File: src/rtl/eth_tx_framer.sv
// GMII transmit framer: preamble/SFD insertion, CRC-32 FCS append and inter-packet gap.
// Define ETH_TX_MIN_PAD_EN to zero-pad short payloads up to MIN_FRAME bytes before the FCS.
module eth_tx_framer #(
  parameter int PREAMBLE_LEN = 7,
  parameter int IFG_BYTES    = 12,
`ifdef ETH_TX_MIN_PAD_EN
  parameter int MIN_FRAME    = 60,
`endif
  parameter int MAX_FRAME    = 1514
) (
  input  logic       clk,
  input  logic       rst_n,
  input  logic [7:0] i_data,
  input  logic       i_valid,
  input  logic       i_last,
  output logic       o_ready,
  output logic [7:0] o_data,
  output logic       o_tx_en,
  output logic       o_busy,
  output logic       o_frame_done,
  output logic       o_error
);

  typedef enum logic [2:0] {
    ST_IDLE,
    ST_PREAMBLE,
    ST_SFD,
    ST_DATA,
`ifdef ETH_TX_MIN_PAD_EN
    ST_PAD,
`endif
    ST_FCS,
    ST_IFG
  } state_t;

  localparam logic [7:0]  PRE_LAST = 8'(PREAMBLE_LEN);
  localparam logic [7:0]  IFG_LAST = 8'(IFG_BYTES - 1);
  localparam logic [10:0] MAX_CNT  = 11'(MAX_FRAME);
`ifdef ETH_TX_MIN_PAD_EN
  localparam logic [10:0] MIN_CNT  = 11'(MIN_FRAME);
`endif

  // Reflected CRC-32 (poly 0xEDB88320) advanced by one byte, LSB first.
  function automatic logic [31:0] crc32_byte(input logic [31:0] crc, input logic [7:0] data);
    logic [31:0] c;
    c = crc ^ {24'h00_0000, data};
    for (int i = 0; i < 8; i++) begin
      c = c[0] ? ((c >> 1) ^ 32'hEDB8_8320) : (c >> 1);
    end
    return c;
  endfunction

  state_t      state_r;
  logic [7:0]  step_r;
  logic [10:0] byte_cnt_r;
  logic [31:0] crc_r;
  logic        corrupt_r;
  logic [1:0]  fcs_idx_r;

  logic        xfer_s;
  logic [10:0] byte_cnt_inc_s;
  logic [31:0] fcs_word_s;
  logic [7:0]  fcs_byte_s;

  assign o_ready        = (state_r == ST_SFD) || (state_r == ST_DATA);
  assign xfer_s         = i_valid & o_ready;
  assign byte_cnt_inc_s = (byte_cnt_r == 11'h7FF) ? byte_cnt_r : (byte_cnt_r + 11'd1);

  // FCS byte select; an aborted frame sends the un-inverted register, i.e. the complement of the good FCS.
  always_comb begin
    fcs_word_s = corrupt_r ? crc_r : ~crc_r;
    case (fcs_idx_r)
      2'd0:    fcs_byte_s = fcs_word_s[7:0];
      2'd1:    fcs_byte_s = fcs_word_s[15:8];
      2'd2:    fcs_byte_s = fcs_word_s[23:16];
      2'd3:    fcs_byte_s = fcs_word_s[31:24];
      default: fcs_byte_s = fcs_word_s[7:0];
    endcase
  end

  // Framing FSM; the state names what the next clock edge will put on the wire.
  always_ff @(posedge clk or negedge rst_n) begin
    if (!rst_n) begin
      state_r      <= ST_IDLE;
      step_r       <= 8'd0;
      byte_cnt_r   <= 11'd0;
      crc_r        <= 32'hFFFF_FFFF;
      corrupt_r    <= 1'b0;
      fcs_idx_r    <= 2'd0;
      o_data       <= 8'h00;
      o_tx_en      <= 1'b0;
      o_busy       <= 1'b0;
      o_frame_done <= 1'b0;
      o_error      <= 1'b0;
    end else begin
      o_frame_done <= 1'b0;
      o_error      <= 1'b0;
      case (state_r)
        ST_IDLE: begin
          byte_cnt_r <= 11'd0;
          crc_r      <= 32'hFFFF_FFFF;
          corrupt_r  <= 1'b0;
          fcs_idx_r  <= 2'd0;
          if (i_valid) begin
            state_r <= ST_PREAMBLE;
            step_r  <= 8'd1;
            o_data  <= 8'h55;
            o_tx_en <= 1'b1;
            o_busy  <= 1'b1;
          end else begin
            step_r  <= 8'd0;
            o_data  <= 8'h00;
            o_tx_en <= 1'b0;
            o_busy  <= 1'b0;
          end
        end
        ST_PREAMBLE: begin
          if (step_r == PRE_LAST) begin
            state_r <= ST_SFD;
            step_r  <= 8'd0;
            o_data  <= 8'hD5;
          end else begin
            step_r  <= step_r + 8'd1;
            o_data  <= 8'h55;
          end
        end
        ST_SFD, ST_DATA: begin
          if (xfer_s) begin
            o_data     <= i_data;
            crc_r      <= crc32_byte(crc_r, i_data);
            byte_cnt_r <= byte_cnt_inc_s;
            if (i_last) begin
`ifdef ETH_TX_MIN_PAD_EN
              state_r <= (byte_cnt_inc_s < MIN_CNT) ? ST_PAD : ST_FCS;
`else
              state_r <= ST_FCS;
`endif
            end else if (byte_cnt_inc_s >= MAX_CNT) begin
              state_r   <= ST_FCS;
              corrupt_r <= 1'b1;
              o_error   <= 1'b1;
            end else begin
              state_r <= ST_DATA;
            end
          end else begin
            // Underrun: first corrupted FCS byte goes out immediately so TX_EN never carries a bubble.
            state_r   <= ST_FCS;
            o_data    <= crc_r[7:0];
            fcs_idx_r <= 2'd1;
            corrupt_r <= 1'b1;
            o_error   <= 1'b1;
          end
        end
`ifdef ETH_TX_MIN_PAD_EN
        ST_PAD: begin
          o_data     <= 8'h00;
          crc_r      <= crc32_byte(crc_r, 8'h00);
          byte_cnt_r <= byte_cnt_inc_s;
          if (byte_cnt_inc_s >= MIN_CNT) begin
            state_r <= ST_FCS;
          end else begin
            state_r <= ST_PAD;
          end
        end
`endif
        ST_FCS: begin
          o_data    <= fcs_byte_s;
          fcs_idx_r <= fcs_idx_r + 2'd1;
          if (fcs_idx_r == 2'd3) begin
            state_r <= ST_IFG;
            step_r  <= 8'd0;
          end else begin
            state_r <= ST_FCS;
          end
        end
        ST_IFG: begin
          o_data  <= 8'h00;
          o_tx_en <= 1'b0;
          o_busy  <= 1'b1;
          if (step_r == 8'd0) begin
            o_frame_done <= 1'b1;
          end else begin
            o_frame_done <= 1'b0;
          end
          if (step_r == IFG_LAST) begin
            state_r <= ST_IDLE;
            step_r  <= 8'd0;
          end else begin
            step_r  <= step_r + 8'd1;
          end
        end
        default: begin
          state_r <= ST_IDLE;
          o_data  <= 8'h00;
          o_tx_en <= 1'b0;
          o_busy  <= 1'b0;
        end
      endcase
    end
  end

endmodule

File: config.mk
export PLATFORM = sky130hd
export DESIGN_NAME = eth_tx_framer
export DESIGN_NICKNAME = d
export VERILOG_FILES = /design/src/rtl/eth_tx_framer.sv
export SDC_FILE = /design/constraint.sdc
export NUM_CORES = 1
export LEC_CHECK = 0
export ABC_AREA = 1
export ABC_CLOCK_PERIOD_IN_PS = 1850
export BUFFER_PORTS_ARGS = -buffer_cell sky130_fd_sc_hd__buf_2
export CAP_MARGIN = 20
export CELL_PAD_IN_SITES_DETAIL_PLACEMENT = 1
export CELL_PAD_IN_SITES_GLOBAL_PLACEMENT = 1
export CORE_MARGIN = 3
export CORE_UTILIZATION = 42
export CTS_BUF_LIST = sky130_fd_sc_hd__clkbuf_4 sky130_fd_sc_hd__clkbuf_8 sky130_fd_sc_hd__clkbuf_16
export CTS_CLUSTER_DIAMETER = 150
export DETAILED_ROUTE_END_ITERATION = 7
export PLACE_DENSITY = 0.79
export SETUP_SLACK_MARGIN = 0.3
export SYNTH_ARGS = -nofsm -noshare
export SYNTH_HDL_FRONTEND = slang
export SYNTH_SLANG_ARGS = --single-unit
File: constraint.sdc
create_clock -name clk -period 1.85 [get_ports clk]
set_clock_uncertainty 0.1 [all_clocks]
set_input_delay 0.2775 -clock clk [delete_from_list [all_inputs] [get_ports clk]]
set_output_delay 0.2775 -clock clk [all_outputs]
set_load 0.01 [all_outputs]
==> results of run 1 <==
cell families after synthesis:
logic type                 count (synthesis)  share of synthesized area (%)
and+or+nand+nor                          221                          19.80
DFF                                       69                          36.36
adders and majority gates                  8                          2.060
AOI/OAI and AO/OA                        148                          17.69
buffers and inverters                    121                          9.529
xor gates and xnor gates                  64                          14.55
stage by stage:
stage	setup slack (ps)	TNS, ps	std cells
floorplan	72.65	0	631
global placement	-44.48	-103.5	855
detailed placement	-169.0	-1094	855
CTS	-145.4	-487.3	930
what timing repair did:
item,4_1_cts
setup endpoints to repair,66
gates cloned,6
buffers inserted,52
pin swaps,89
hold endpoints to repair,13
resized for setup,251
hold buffers,1
cells in the mapped netlist (all sizes together):
cell,instances,area share (%)
and3,1,0.13
a22o,1,0.18
inv,101,7.8
clkinv,2,0.15
nand4,6,0.77
dfstp,32,17
o21ai,67,6.9
a211oi,2,0.31
buf,8,0.80
nor2,54,4.4
nor3,5,0.51
and2,2,0.26
o221ai,3,0.54
dfrtp,37,19
o211ai,2,0.31
o311ai,3,0.54
clkbuf,10,0.77
o2111ai,3,0.54
o21a,2,0.31
nand3,38,3.9
nand2,110,9.1
a22oi,8,1.2
nor3b,2,0.31
a221oi,2,0.36
o31ai,1,0.15
xor2,53,11
a21oi,29,3.0
or2,3,0.39
o22ai,22,2.8
a21boi,2,0.31
xnor2,11,3.4
ha,8,2.1
a32oi,1,0.18
==> impl_results.md, run 1 <==
- Synthesized area per cell: about 7.7 µm²
- Die Y-Extent: 113.6 µm
- Worst Endpoint after GRT Repair: state_r[2]$_DFFE_PN0P_/D
- Clock root buffer: clkbuf_16
- I/O Pins: 25
- Gpl congestion: between 0.9 and 1
- Initial antenna violation count: 2
- Post-synthesis net count: approximately 650
- # clock sinks: between 60 and 70
- Status: did not finish
- Halt Stage: global routing (5_1_grt)
- Pin count of the biggest net entering global routing: 29
- Die X: 113.6 µm
- Post-DP Area: 5874 µm²
- Sequential-to-total area share from yosys stat: 36.36%
- Unique masters post-synth: 45
- IO buf count: 24
- Max clock buf depth: 2
- Cell Area, Synth: 4858 µm²
- CTS Buf Count: 9
- Synth warnings: 0
- Rows: 38
- Worst EP kind: sequential cell input
- Post-Syn Instances: 631
- Post-DP HPWL: 12530 µm
- Initial core utilization: a little over two fifths
- First error: [ERROR DPL-0033] detailed placement checks failed during check placement.
- Seq cells post-synth: ~70
- Number of H-tree levels: 3
==> inputs of run 2 (changes only) <==
==> config.mk (replaced) <==
export PLATFORM = sky130hd
export DESIGN_NAME = eth_tx_framer
export DESIGN_NICKNAME = d
export VERILOG_FILES = /design/src/rtl/eth_tx_framer.sv
export SDC_FILE = /design/constraint.sdc
export NUM_CORES = 1
export LEC_CHECK = 0
export ABC_AREA = 1
export ABC_CLOCK_PERIOD_IN_PS = 2400
export BUFFER_PORTS_ARGS = -buffer_cell sky130_fd_sc_hd__buf_2
export CAP_MARGIN = 20
export CORE_MARGIN = 3
export CORE_UTILIZATION = 40
export DETAILED_ROUTE_END_ITERATION = 7
export PLACE_DENSITY_LB_ADDON = 0.15
export SYNTH_ARGS = -nofsm -noshare
export SYNTH_HDL_FRONTEND = slang
export SYNTH_SLANG_ARGS = --single-unit
==> constraint.sdc (replaced) <==
create_clock -name clk -period 2.4 [get_ports clk]
set_clock_uncertainty 0.1 [all_clocks]
set_input_delay 0.36 -clock clk [delete_from_list [all_inputs] [get_ports clk]]
set_output_delay 0.36 -clock clk [all_outputs]
set_load 0.01 [all_outputs]
==> impl_results.md, run 2 <==
- Status: completed
- Vias per cell: 5.375
- Antenna Cells: 0
- Die X: roughly 120 µm
- Synthesized area per cell: 7.700 µm²
- P&R area growth vs syn: 14.47%
- Crit path cell chain: inv_1 > nand2_1 > nand2_2 > xnor2_1 > nand2_1 > nand2_1 > nor2_1 > and2_1 > nor2_1
- Rows: 39
- Vias: between 4000 and 5000
- RSZ-0062 raised after global routing: no
- Final non-filler cell total: 814
- Max Fclk: 0.4571 GHz
- Drc violations: 0
- Max clock buf depth: 2
- Vias in the first global route: roughly 4200
- Period Utilization, post-route: a little over 90%
- Initial antenna violation count: 0
- Hold path start: i_last
- Routed wire length: 13180 µm
- Routed WL per cell: approximately 16 µm
- Slew HR: a little over half
- First-pass GRT wire length: 21620 µm
- Number of setup buffers added after CTS: 0
- Largest registers: crc_r x32, byte_cnt_r x11
- Synth Flop Type: dfrtp_1
- Most numerous cell on the critical path: nand2_1
- Yosys top cell by area: dfrtp_1
- Ys async rst share: 100.0%
- First-pass detailed-route iteration total: 6
- Most common cell after layout, fill and taps aside: nand2_1
- Worst EP arrival: 2360 ps
- Crit-path max FO: 6
- Top reg by flops: crc_r
- Worst-path clk slew: 60 ps
- Setup TNS: 0 ps
- Clock root buffer: clkbuf_16
- Crit. End Element: flip-flop
- Min cycle time layout: 2188 ps
- # setup viols final: 0
- Seq cells post-synth: slightly below 70
- Cell Area, Synth: 4858 µm²
- # clock sinks: 69
- Sequential-to-total area share from yosys stat: 36.36%
- Initial core utilization: between 40% and 50%
- Unique masters post-synth: 45
- Pin count of the biggest net entering global routing: 39
- # nets final: 686
- Register area: 1767 µm²
- Max reg flops: 32
- Most frequent cells after synthesis: nand2_1, inv_1, o21ai_0
- Startpoint type of the worst setup path: flip-flop
- Final Total Pwr: 0.007728 W
- Synth warnings: 0
- Final instance area: 5562 µm²
- Hold Fails Final Rpt: 0
- Worst-Margin Slew: 680.4 ps
- CP Launch Point: crc_r[1]
- CTS Buf Count: 9
- Pwr/cell area: 1390 nW/µm²
- Layout cells sized above 1: around 17%
- Later-pin clock latency in the skew report: 340 ps
- Post-DP HPWL: just over 9000 µm
- Worst hold path type: in -> reg
- Post-DP Area: 5224 µm²
- IO buf count: 24
- CTS tree: built
- Die ar.: about 14000 µm²
- Gpl congestion: 0.9107
- Post-synthesis net count: 651
- Starting DRC count in detailed routing: 297
- Most frequent cells in the layout: nand2_1, inv_1, o21ai_0
- Synth top area share: 19.06%
- EDFF count, synth: 0
- Post-Syn Instances: between 600 and 700
- Gr usage total: approximately a fifth
- Multi-input logic area: roughly 2600 µm²
- Max VDD drop: 0.0005757 V
- Critical Path RT: 2570 ps
- Slew Viols, Final: 0
- I/O Pins: 25
- Antenna violation net count after detailed routing: 0
- Max stage delay on crit path: 550 ps
- Synth area leaders: dfrtp_1, dfstp_2, xor2_1
- GRT overflow: 0
- Die Y-Extent: between 100 and 150 µm
- Final core occ: 47.69%
- Number of H-tree levels: 3
- Setup Crit Path Kind: reg -> reg
- Pleak: approximately 2.6 nW
- Fillers: 1125
- CORE AREA: 11660 µm²
- Cell count after placement: 797
- Number of max-cap violations: 0
- Most frequent cell after synthesis: nand2_1
- RR Startpoint: crc_r[1]
- Critical path's slowest cell: dfstp_2
-- run 2: cells by family after synthesis --
group / Yosys count / synth area share, %
xor+xnor: 64 / 14.55
buf+inv: 121 / 9.529
compound gates: 148 / 17.69
fa+ha+maj: 8 / 2.060
flops: 69 / 36.36
simple gates: 221 / 19.80
-- run 2: area by class of cell --
cell class / count / area share (%)
multi-input combinational: 441 / 47.49
sequential: 69 / 31.77
inverter: 103 / 6.952
timing repair buffer: 42 / 4.904
clock buffer: 10 / 4.117
tap: 143 / 3.217
clock inverter: 6 / 1.552
-- run 2: worst paths after layout --
| path | slack (ps) | cells after the start | end |
|---|---|---|---|
| max | 210 | 9 | crc_r[23] |
| min in group asynchronous | 410 | 2 | byte_cnt_r[6] |
| max reg2reg | 210 | 9 | crc_r[23] |
| max in group asynchronous | 1140 | 3 | crc_r[20] |
| min | 220 | 4 | o_error |
| min reg2reg | 430 | 2 | crc_r[5] |
-- run 2: worst max-delay path, delay by kind of cell (launching register included) --
kind / cells / cell delay (ps)
flip-flops: 1 / 550
AND/OR/NAND/NOR: 7 / 920
XOR/XNOR: 1 / 500
buffers and inverters: 1 / 50
-- run 2: routing by layer --
metal	up-vias	routed length (µm)	global-route usage, %
met1	2062	5995	28.46
met4	0	384	9.899
li1	2142	-	-
met3	31	735	3.523
met5	-	0	0
met2	140	6061	31.80
-- run 2: repair_timing --
action / CTS / global route
resized for setup: 0 / 2
endpoints found under the setup margin: 0 / 5
endpoints found under the hold margin: 12 / 0
hold buffers: 1 / 0
-- run 2: through the flow --
stage	hold slack, ps	setup slack, ps
after floorplan	-35.59	518.1
after global placement	249.1	248.5
after detailed placement	251.5	128.5
after CTS	214.7	132.2
after global routing	230.4	51.58
final	218.8	212.5
-- run 2: power by group --
part | switching, W | internal, W
Clock | 0.000541 | 0.000910
Combinational | 0.00264 | 0.00151
Sequential | 0.000392 | 0.00174
(Power assumes the default switching activity.)
